[src/rtl/dmem_bytelane_if.sv]
// Load/store and clear-control bus between the core (master) and the
// byte-lane data memory (slave).
interface dmem_bytelane_if;
  logic        we;
  logic        re;
  logic [2:0]  funct3;
  logic [31:0] A;
  logic [31:0] WD;
  logic [31:0] ReadData;
  logic        clr_req;
  logic        busy;
  logic        misalign;
  logic        fault;

  modport master (
    output we, re, funct3, A, WD, clr_req,
    input  ReadData, busy, misalign, fault
  );

  modport slave (
    input  we, re, funct3, A, WD, clr_req,
    output ReadData, busy, misalign, fault
  );
endinterface

[src/rtl/dmem_bytelane.sv]
// Byte-addressable data memory for the single-cycle RISC-V core.
// Sub-word loads with sign/zero extension, byte-lane stores, and a clear
// engine that zeroes one word per cycle. Reads are combinational.
// Optional feature: define DMEM_MISALIGN_TRAP_EN to detect misaligned
// accesses, suppress misaligned stores and keep a sticky fault flag.
module dmem_bytelane #(
  parameter int DEPTH = 64
) (
  input  logic             clk,
  input  logic             reset,
  dmem_bytelane_if.slave   bus
);
  localparam int IW = $clog2(DEPTH);

  typedef enum logic {S_IDLE, S_CLEAR} state_e;

  state_e          state_q, state_d;
  logic [IW-1:0]   cnt_q, cnt_d;
  logic [31:0]     mem_q [DEPTH];

  logic [IW-1:0]   word_idx;
  logic [1:0]      size;
  logic [1:0]      boff;
  logic            busy;
  logic            mis;
  logic            clr_wr;
  logic [3:0]      st_be;
  logic [31:0]     st_data;
  logic [31:0]     rd_word;
  logic [7:0]      rd_byte;
  logic [15:0]     rd_half;

  function automatic logic [31:0] sext8(input logic signed [7:0] v);
    logic signed [31:0] r;
    r = v;
    return r;
  endfunction

  function automatic logic [31:0] sext16(input logic signed [15:0] v);
    logic signed [31:0] r;
    r = v;
    return r;
  endfunction

  assign word_idx = bus.A[IW+1:2];
  assign size     = bus.funct3[1:0];
  assign boff     = bus.A[1:0];
  assign busy     = (state_q == S_CLEAR);
  assign bus.busy = busy;

`ifdef DMEM_MISALIGN_TRAP_EN
  logic fault_q, fault_d;

  assign mis = ((size == 2'b01) && bus.A[0]) ||
               ((size == 2'b10) && (bus.A[1:0] != 2'b00));

  // Sticky fault: any load or store strobe on a misaligned address, busy or not.
  always_comb begin
    fault_d = fault_q | ((bus.we | bus.re) & mis);
  end

  // Fault register; reset takes priority over a same-edge fault event.
  always_ff @(posedge clk) begin
    if (reset) fault_q <= 1'b0;
    else       fault_q <= fault_d;
  end

  assign bus.fault = fault_q;

  logic unused_addr;
  assign unused_addr = ^bus.A[31:IW+2];
`else
  assign mis       = 1'b0;
  assign bus.fault = 1'b0;

  logic unused_sigs;
  assign unused_sigs = ^{bus.A[31:IW+2], bus.re};
`endif

  assign bus.misalign = mis;

  // Store lane enables and lane-replicated data; nothing is written while busy.
  always_comb begin
    st_be   = 4'b0000;
    st_data = bus.WD;
    unique case (size)
      2'b00: begin
        st_be[boff] = 1'b1;
        st_data     = {4{bus.WD[7:0]}};
      end
      2'b01: begin
        st_be[{bus.A[1], 1'b0}] = 1'b1;
        st_be[{bus.A[1], 1'b1}] = 1'b1;
        st_data                 = {2{bus.WD[15:0]}};
      end
      2'b10:   st_be = 4'b1111;
      default: st_be = 4'b0000;
    endcase
    if (!(bus.we && !busy && !mis)) st_be = 4'b0000;
  end

  // A clear write is squashed by reset so an aborted clear leaves the current word intact.
  assign clr_wr = busy && !reset;

  // Memory array: clear engine writes whole words, CPU stores write enabled lanes.
  always_ff @(posedge clk) begin
    if (clr_wr) begin
      mem_q[cnt_q] <= '0;
    end else begin
      for (int l = 0; l < 4; l++) begin
        if (st_be[l]) mem_q[word_idx][8*l +: 8] <= st_data[8*l +: 8];
      end
    end
  end

  // Clear engine next state: start from idle on request, walk every word once.
  always_comb begin
    state_d = state_q;
    cnt_d   = cnt_q;
    unique case (state_q)
      S_IDLE: begin
        if (bus.clr_req) begin
          state_d = S_CLEAR;
          cnt_d   = '0;
        end
      end
      S_CLEAR: begin
        if (cnt_q == IW'(DEPTH - 1)) begin
          state_d = S_IDLE;
          cnt_d   = '0;
        end else begin
          cnt_d = cnt_q + IW'(1);
        end
      end
      default: begin
        state_d = S_IDLE;
        cnt_d   = '0;
      end
    endcase
  end

  // Clear engine state register.
  always_ff @(posedge clk) begin
    if (reset) begin
      state_q <= S_IDLE;
      cnt_q   <= '0;
    end else begin
      state_q <= state_d;
      cnt_q   <= cnt_d;
    end
  end

  // Combinational load path with lane select and extension; forced to zero while clearing.
  always_comb begin
    rd_word = mem_q[word_idx];
    rd_byte = rd_word[{boff, 3'b000} +: 8];
    rd_half = rd_word[{bus.A[1], 4'b0000} +: 16];
    unique case (bus.funct3)
      3'b000:  bus.ReadData = sext8(rd_byte);
      3'b001:  bus.ReadData = sext16(rd_half);
      3'b100:  bus.ReadData = {24'b0, rd_byte};
      3'b101:  bus.ReadData = {16'b0, rd_half};
      default: bus.ReadData = rd_word;
    endcase
    if (busy) bus.ReadData = '0;
  end
endmodule
[src/flat_wrapper.sv]
// flat-port wrapper written by rule: the top's interface ports become plain ports
module dmem_bytelane_flat 
#(
  parameter int DEPTH = 64
)
  (clk, reset, bus_we, bus_re, bus_funct3, bus_A, bus_WD, bus_clr_req, bus_ReadData, bus_busy, bus_misalign, bus_fault);
  dmem_bytelane_if bus_i ();
  input  logic clk;
  input  logic reset;
  input wire logic [$bits(bus_i.we)-1:0] bus_we;
  input wire logic [$bits(bus_i.re)-1:0] bus_re;
  input wire logic [$bits(bus_i.funct3)-1:0] bus_funct3;
  input wire logic [$bits(bus_i.A)-1:0] bus_A;
  input wire logic [$bits(bus_i.WD)-1:0] bus_WD;
  input wire logic [$bits(bus_i.clr_req)-1:0] bus_clr_req;
  output wire logic [$bits(bus_i.ReadData)-1:0] bus_ReadData;
  output wire logic [$bits(bus_i.busy)-1:0] bus_busy;
  output wire logic [$bits(bus_i.misalign)-1:0] bus_misalign;
  output wire logic [$bits(bus_i.fault)-1:0] bus_fault;
  assign bus_i.we = bus_we;
  assign bus_i.re = bus_re;
  assign bus_i.funct3 = bus_funct3;
  assign bus_i.A = bus_A;
  assign bus_i.WD = bus_WD;
  assign bus_i.clr_req = bus_clr_req;
  assign bus_ReadData = bus_i.ReadData;
  assign bus_busy = bus_i.busy;
  assign bus_misalign = bus_i.misalign;
  assign bus_fault = bus_i.fault;
  dmem_bytelane #(.DEPTH(DEPTH)) u_core (.clk(clk), .reset(reset), .bus(bus_i));
endmodule
[config.mk]
export PLATFORM = sky130hd
export DESIGN_NAME = dmem_bytelane_flat
export DESIGN_NICKNAME = d
export VERILOG_FILES = /design/src/rtl/dmem_bytelane_if.sv /design/src/rtl/dmem_bytelane.sv /design/src/flat_wrapper.sv
export SDC_FILE = /design/constraint.sdc
export NUM_CORES = 2
export LEC_CHECK = 0
export CAP_MARGIN = 10
export CORE_MARGIN = 1
export CORE_UTILIZATION = 55
export DETAILED_ROUTE_END_ITERATION = 16
export DONT_BUFFER_PORTS = 1
export PLACE_DENSITY = 0.7
export SLEW_MARGIN = 20
export SYNTH_ARGS = -nofsm -noshare
export SYNTH_HDL_FRONTEND = slang
export SYNTH_SLANG_ARGS = --single-unit
[constraint.sdc]
create_clock -name clk -period 5.3 [get_ports clk]
set_input_delay 1.06 -clock clk [delete_from_list [all_inputs] [get_ports clk]]
set_output_delay 1.06 -clock clk [all_outputs]
set_load 0.01 [all_outputs]
==> impl_results.rst <==
.. list-table::
   :header-rows: 1

   * - Metric
     - Value
   * - Power Total
     - between 30 and 40 mW
   * - Commonest non-fill, non-tap cell in the layout
     - sky130_fd_sc_hd__edfxtp_1
   * - Number of violations reported at the end of detailed-routing iteration 0
     - 5792
   * - Fin worst setup slack
     - -1.03 ns
   * - Max Fclk
     - between 150 and 200 MHz
   * - Run status
     - finished, violations left
   * - Fin. Hold Viols
     - 0
   * - Critical setup path kind
     - in2out
   * - Total gr overflow
     - 0
   * - Power Dens Cells
     - approximately 370 nW/um^2
   * - Startpoint of the worst-slack reg-to-reg timing path
     - u_core.bus.busy
   * - WL final
     - about 210000 microns
   * - Count of clock tree sinks
     - about 2100
   * - Total of flip-flops plus latches after synthesis
     - 2055
   * - Count of unresolved DRC violations after routing
     - 0
   * - Share of post-route cells with drive strength above 1
     - around a quarter
   * - Number of standard cells in the final layout excluding fillers
     - about 6300
   * - Number of I/O port buffers
     - 0
   * - Post-Route Setup TNS
     - -28.15 ns
   * - Clock input transition at the sequential cells of the worst setup and hold paths
     - roughly 0.070 ns
   * - Worst Reg2Reg Path Length in Cells
     - 8
   * - Number of nets with antenna violations after detailed routing
     - 0
   * - Detailed-route wire length per cell
     - about 34 microns
   * - RSZ-0062 raised after global routing
     - no
   * - Post-Syn Instances
     - approximately 4000
   * - Number of cell rows
     - 140
   * - Die Span Y
     - around 390 microns
   * - Standby leakage power
     - roughly 29 nW
   * - Cell at the root of the clock tree
     - sky130_fd_sc_hd__clkbuf_16
   * - Largest net degree at the start of global routing
     - roughly 590
   * - Number of cells after detailed placement
     - a little under 6000
   * - Estimated wirelength of the detail-placed design
     - 127000 microns
   * - Syn Area/Cell
     - 20.6 sq um
   * - Filler cell count
     - between 9000 and 10000
   * - Via total after detailed routing
     - ~42000
   * - Capturing element of the worst setup path
     - bus_ReadData[11]
   * - Hold bufs inserted after CTS
     - 0
   * - H-tree levels
     - 4
   * - Part of the Yosys area used for sequential elements
     - ~76%
   * - Post-synthesis cell area
     - about 82000 sq um
   * - Number of maximum-capacitance constraint violations
     - 0
   * - Vias in the first global route
     - between 40000 and 50000
   * - Core utilization of the finished layout
     - between 60% and 70%
   * - Worst Setup SP
     - bus_A[3]
   * - Count of instances resized after the clock tree is built
     - 0
   * - I/O pins
     - 107
   * - Top fanout value on the critical path
     - around 460
   * - Most frequent cells in the layout
     - 2048 x sky130_fd_sc_hd__edfxtp_1, 501 x sky130_fd_sc_hd__mux4_2, 304 x sky130_fd_sc_hd__nor2_1, 208 x sky130_fd_sc_hd__clkbuf_16, 204 x sky130_fd_sc_hd__buf_4
   * - Final hold slack
     - 0.288 ns
   * - VDD IR max
     - 279 uV
   * - Worst setup EP type
     - output port
   * - Clock insertion delay at the later pin of the skew report
     - a little over 0.8 ns
   * - Number of warnings issued by yosys
     - 0
   * - Flop2flop setup slack
     - ~1.4 ns
   * - Global-route wire length before repair
     - slightly below 300000 microns
   * - CTS tree
     - built
   * - Final Cycle Share
     - 119%
   * - Type of element launching the critical path
     - input pin
   * - Routability congestion estimate
     - ~0.95
   * - Largest area contributor in the synthesized netlist
     - sky130_fd_sc_hd__edfxtp_1
   * - Required time at the worst-slack endpoint
     - about 4.2 ns
   * - Synth top area cells
     - sky130_fd_sc_hd__edfxtp_1 75%, sky130_fd_sc_hd__mux4_2 14%, sky130_fd_sc_hd__mux2i_1 2.1%
   * - Die extent in x
     - between 300 and 400 microns
   * - Number of synthesized flops with an enable pin
     - approximately 2000
   * - Arrival time of the worst setup path
     - 5.27 ns
   * - Starting utilization of the core area
     - a little under three fifths
   * - Initial antenna violation count
     - 16
   * - Final setup violation count
     - 32
   * - Clock period minus final worst setup slack
     - roughly 6.3 ns
   * - Length of the first detailed-routing pass in iterations
     - 6
   * - Setup Buffers After CTS
     - 0
   * - Number of library cell types mapped by synthesis
     - 62
   * - Fraction of post-synthesis cell area in the top cell type by area
     - between 70% and 80%
   * - Min-delay worst type
     - in2reg
   * - Die Outline Area
     - ~150000 sq um
   * - Fraction of synthesis flops using an asynchronous set or reset pin
     - 0%
   * - Capture instance of the worst register-to-register path
     - u_core.mem_q[58][12]
   * - Placeable Area
     - 146000 sq um
   * - Post-route clock skew
     - 0.0279 ns
   * - Prevailing post-synth register cell
     - sky130_fd_sc_hd__edfxtp_1
   * - Total routing usage reported by global routing
     - ~28%
   * - Avg Vias per Cell
     - 6.76
   * - Violated checks
     - max-slew violations, negative setup slack
   * - Bufs on Longest Clock Path
     - 3
   * - Total count of max-transition violations in the final report
     - a little over 200
   * - TritonCTS Buffers
     - approximately 200
   * - Area added between synthesis and finish
     - 12.0%
   * - Worst slew pin tran
     - around 2.3 ns
   * - Final net count
     - approximately 4200
   * - Worst slew slack as a fraction of its limit
     - -51.6%
-- metrics by stage --
stage	instance area [sq um]	setup WS, ns
after global placement	84500	0.313
after global routing	91300	0.0164
final	91300	-1.03
after CTS	90800	0.150
after floorplan	81500	0.811
after detailed placement	84700	0.218
-- worst max-delay path, cell delays in order --
cell and delay, ns:
sky130_fd_sc_hd__nor2b_4 0.63, sky130_fd_sc_hd__buf_12 0.23, sky130_fd_sc_hd__a22oi_1 0.32, sky130_fd_sc_hd__nand3_1 0.24
sky130_fd_sc_hd__o21ai_1 0.15, sky130_fd_sc_hd__nor2_1 0.09, sky130_fd_sc_hd__buf_4 0.15, sky130_fd_sc_hd__a211oi_2 0.27
sky130_fd_sc_hd__o2111ai_1 0.16, sky130_fd_sc_hd__buf_4 0.21, sky130_fd_sc_hd__a31oi_1 0.45, sky130_fd_sc_hd__buf_4 0.21
-- synth_stat cells (19+ instances only) --
master and instances:
sky130_fd_sc_hd__a21oi_1 68, sky130_fd_sc_hd__a22o_1 20, sky130_fd_sc_hd__a22oi_1 144, sky130_fd_sc_hd__a31oi_1 21, sky130_fd_sc_hd__buf_2 54, sky130_fd_sc_hd__buf_4 22, sky130_fd_sc_hd__buf_6 40, sky130_fd_sc_hd__clkbuf_1 108
sky130_fd_sc_hd__edfxtp_1 2048, sky130_fd_sc_hd__mux2i_1 170, sky130_fd_sc_hd__mux4_2 501, sky130_fd_sc_hd__nand2_1 101, sky130_fd_sc_hd__nand3_1 39, sky130_fd_sc_hd__nor2_1 325, sky130_fd_sc_hd__nor2b_1 19, sky130_fd_sc_hd__nor3_1 20
sky130_fd_sc_hd__o21ai_0 22, sky130_fd_sc_hd__or2_2 28
-- report_power, final --
part	internal, mW	switching, mW	leakage (nW)
combinational	0.792	1.29	7.33
clock	7.40	6.02	2.99
sequential	17.9	0.0114	18.7
total	26.1	7.32	29.0
-- final cells by class --
type                       count  area (sq um)  share of cell area (%)
sequential                  2055         61600                    67.5
timing repair buffer         240          2380                    2.61
antenna                       12          30.0                  0.0329
clock inverter               118           980                    1.07
inverter                      15          58.8                  0.0644
tap                         1917          2400                    2.63
clock buffer                 246          5110                    5.60
multi-input combinational   1647         18700                    20.5
-- registers in the layout, summed over array words and instances, names as in the netlist --
signal / flops
u_core.mem_q: 2048
u_core.cnt_q: 6
u_core.bus.busy: 1
-- how the worst min path moves through the flow --
stage,from,endpoint,slack [ns],cells past startpoint
floorplan,u_core.cnt_q[2],u_core.cnt_q[2],0.49,2
global placement,u_core.cnt_q[2],u_core.cnt_q[2],0.53,2
detailed placement,u_core.cnt_q[2],u_core.cnt_q[2],0.53,2
CTS,reset,u_core.bus.busy,0.25,1
global route,reset,u_core.cnt_q[2],0.28,1
finish,reset,u_core.bus.busy,0.29,1
-- kinds of logic (layout without fill, tap and decap cells) --
group | after synthesis | in the layout | share of synthesized area [%]
AO/OA/AOI/OAI | 384 | 384 | 3.35
adder cells (fa/ha/maj) | 1 | 1 | 0.0153
buffers and inverters | 263 | 619 | 1.91
flip-flops | 2055 | 2055 | 75.6
multiplexers | 677 | 677 | 16.0
other | 1 | 14 | 0.00460
AND/OR/NAND/NOR | 583 | 583 | 3.12
-- per-layer routing --
metal / routed length (microns) / global-route usage [%] / share of wire, %
met5: 154 / 0 / 0.072
met2: 97300 / 41.3 / 46
met3: 25600 / 8.42 / 12
met1: 82400 / 39.9 / 39
met4: 7380 / 9.47 / 3.5
Power figures use the tool's default switching activity.
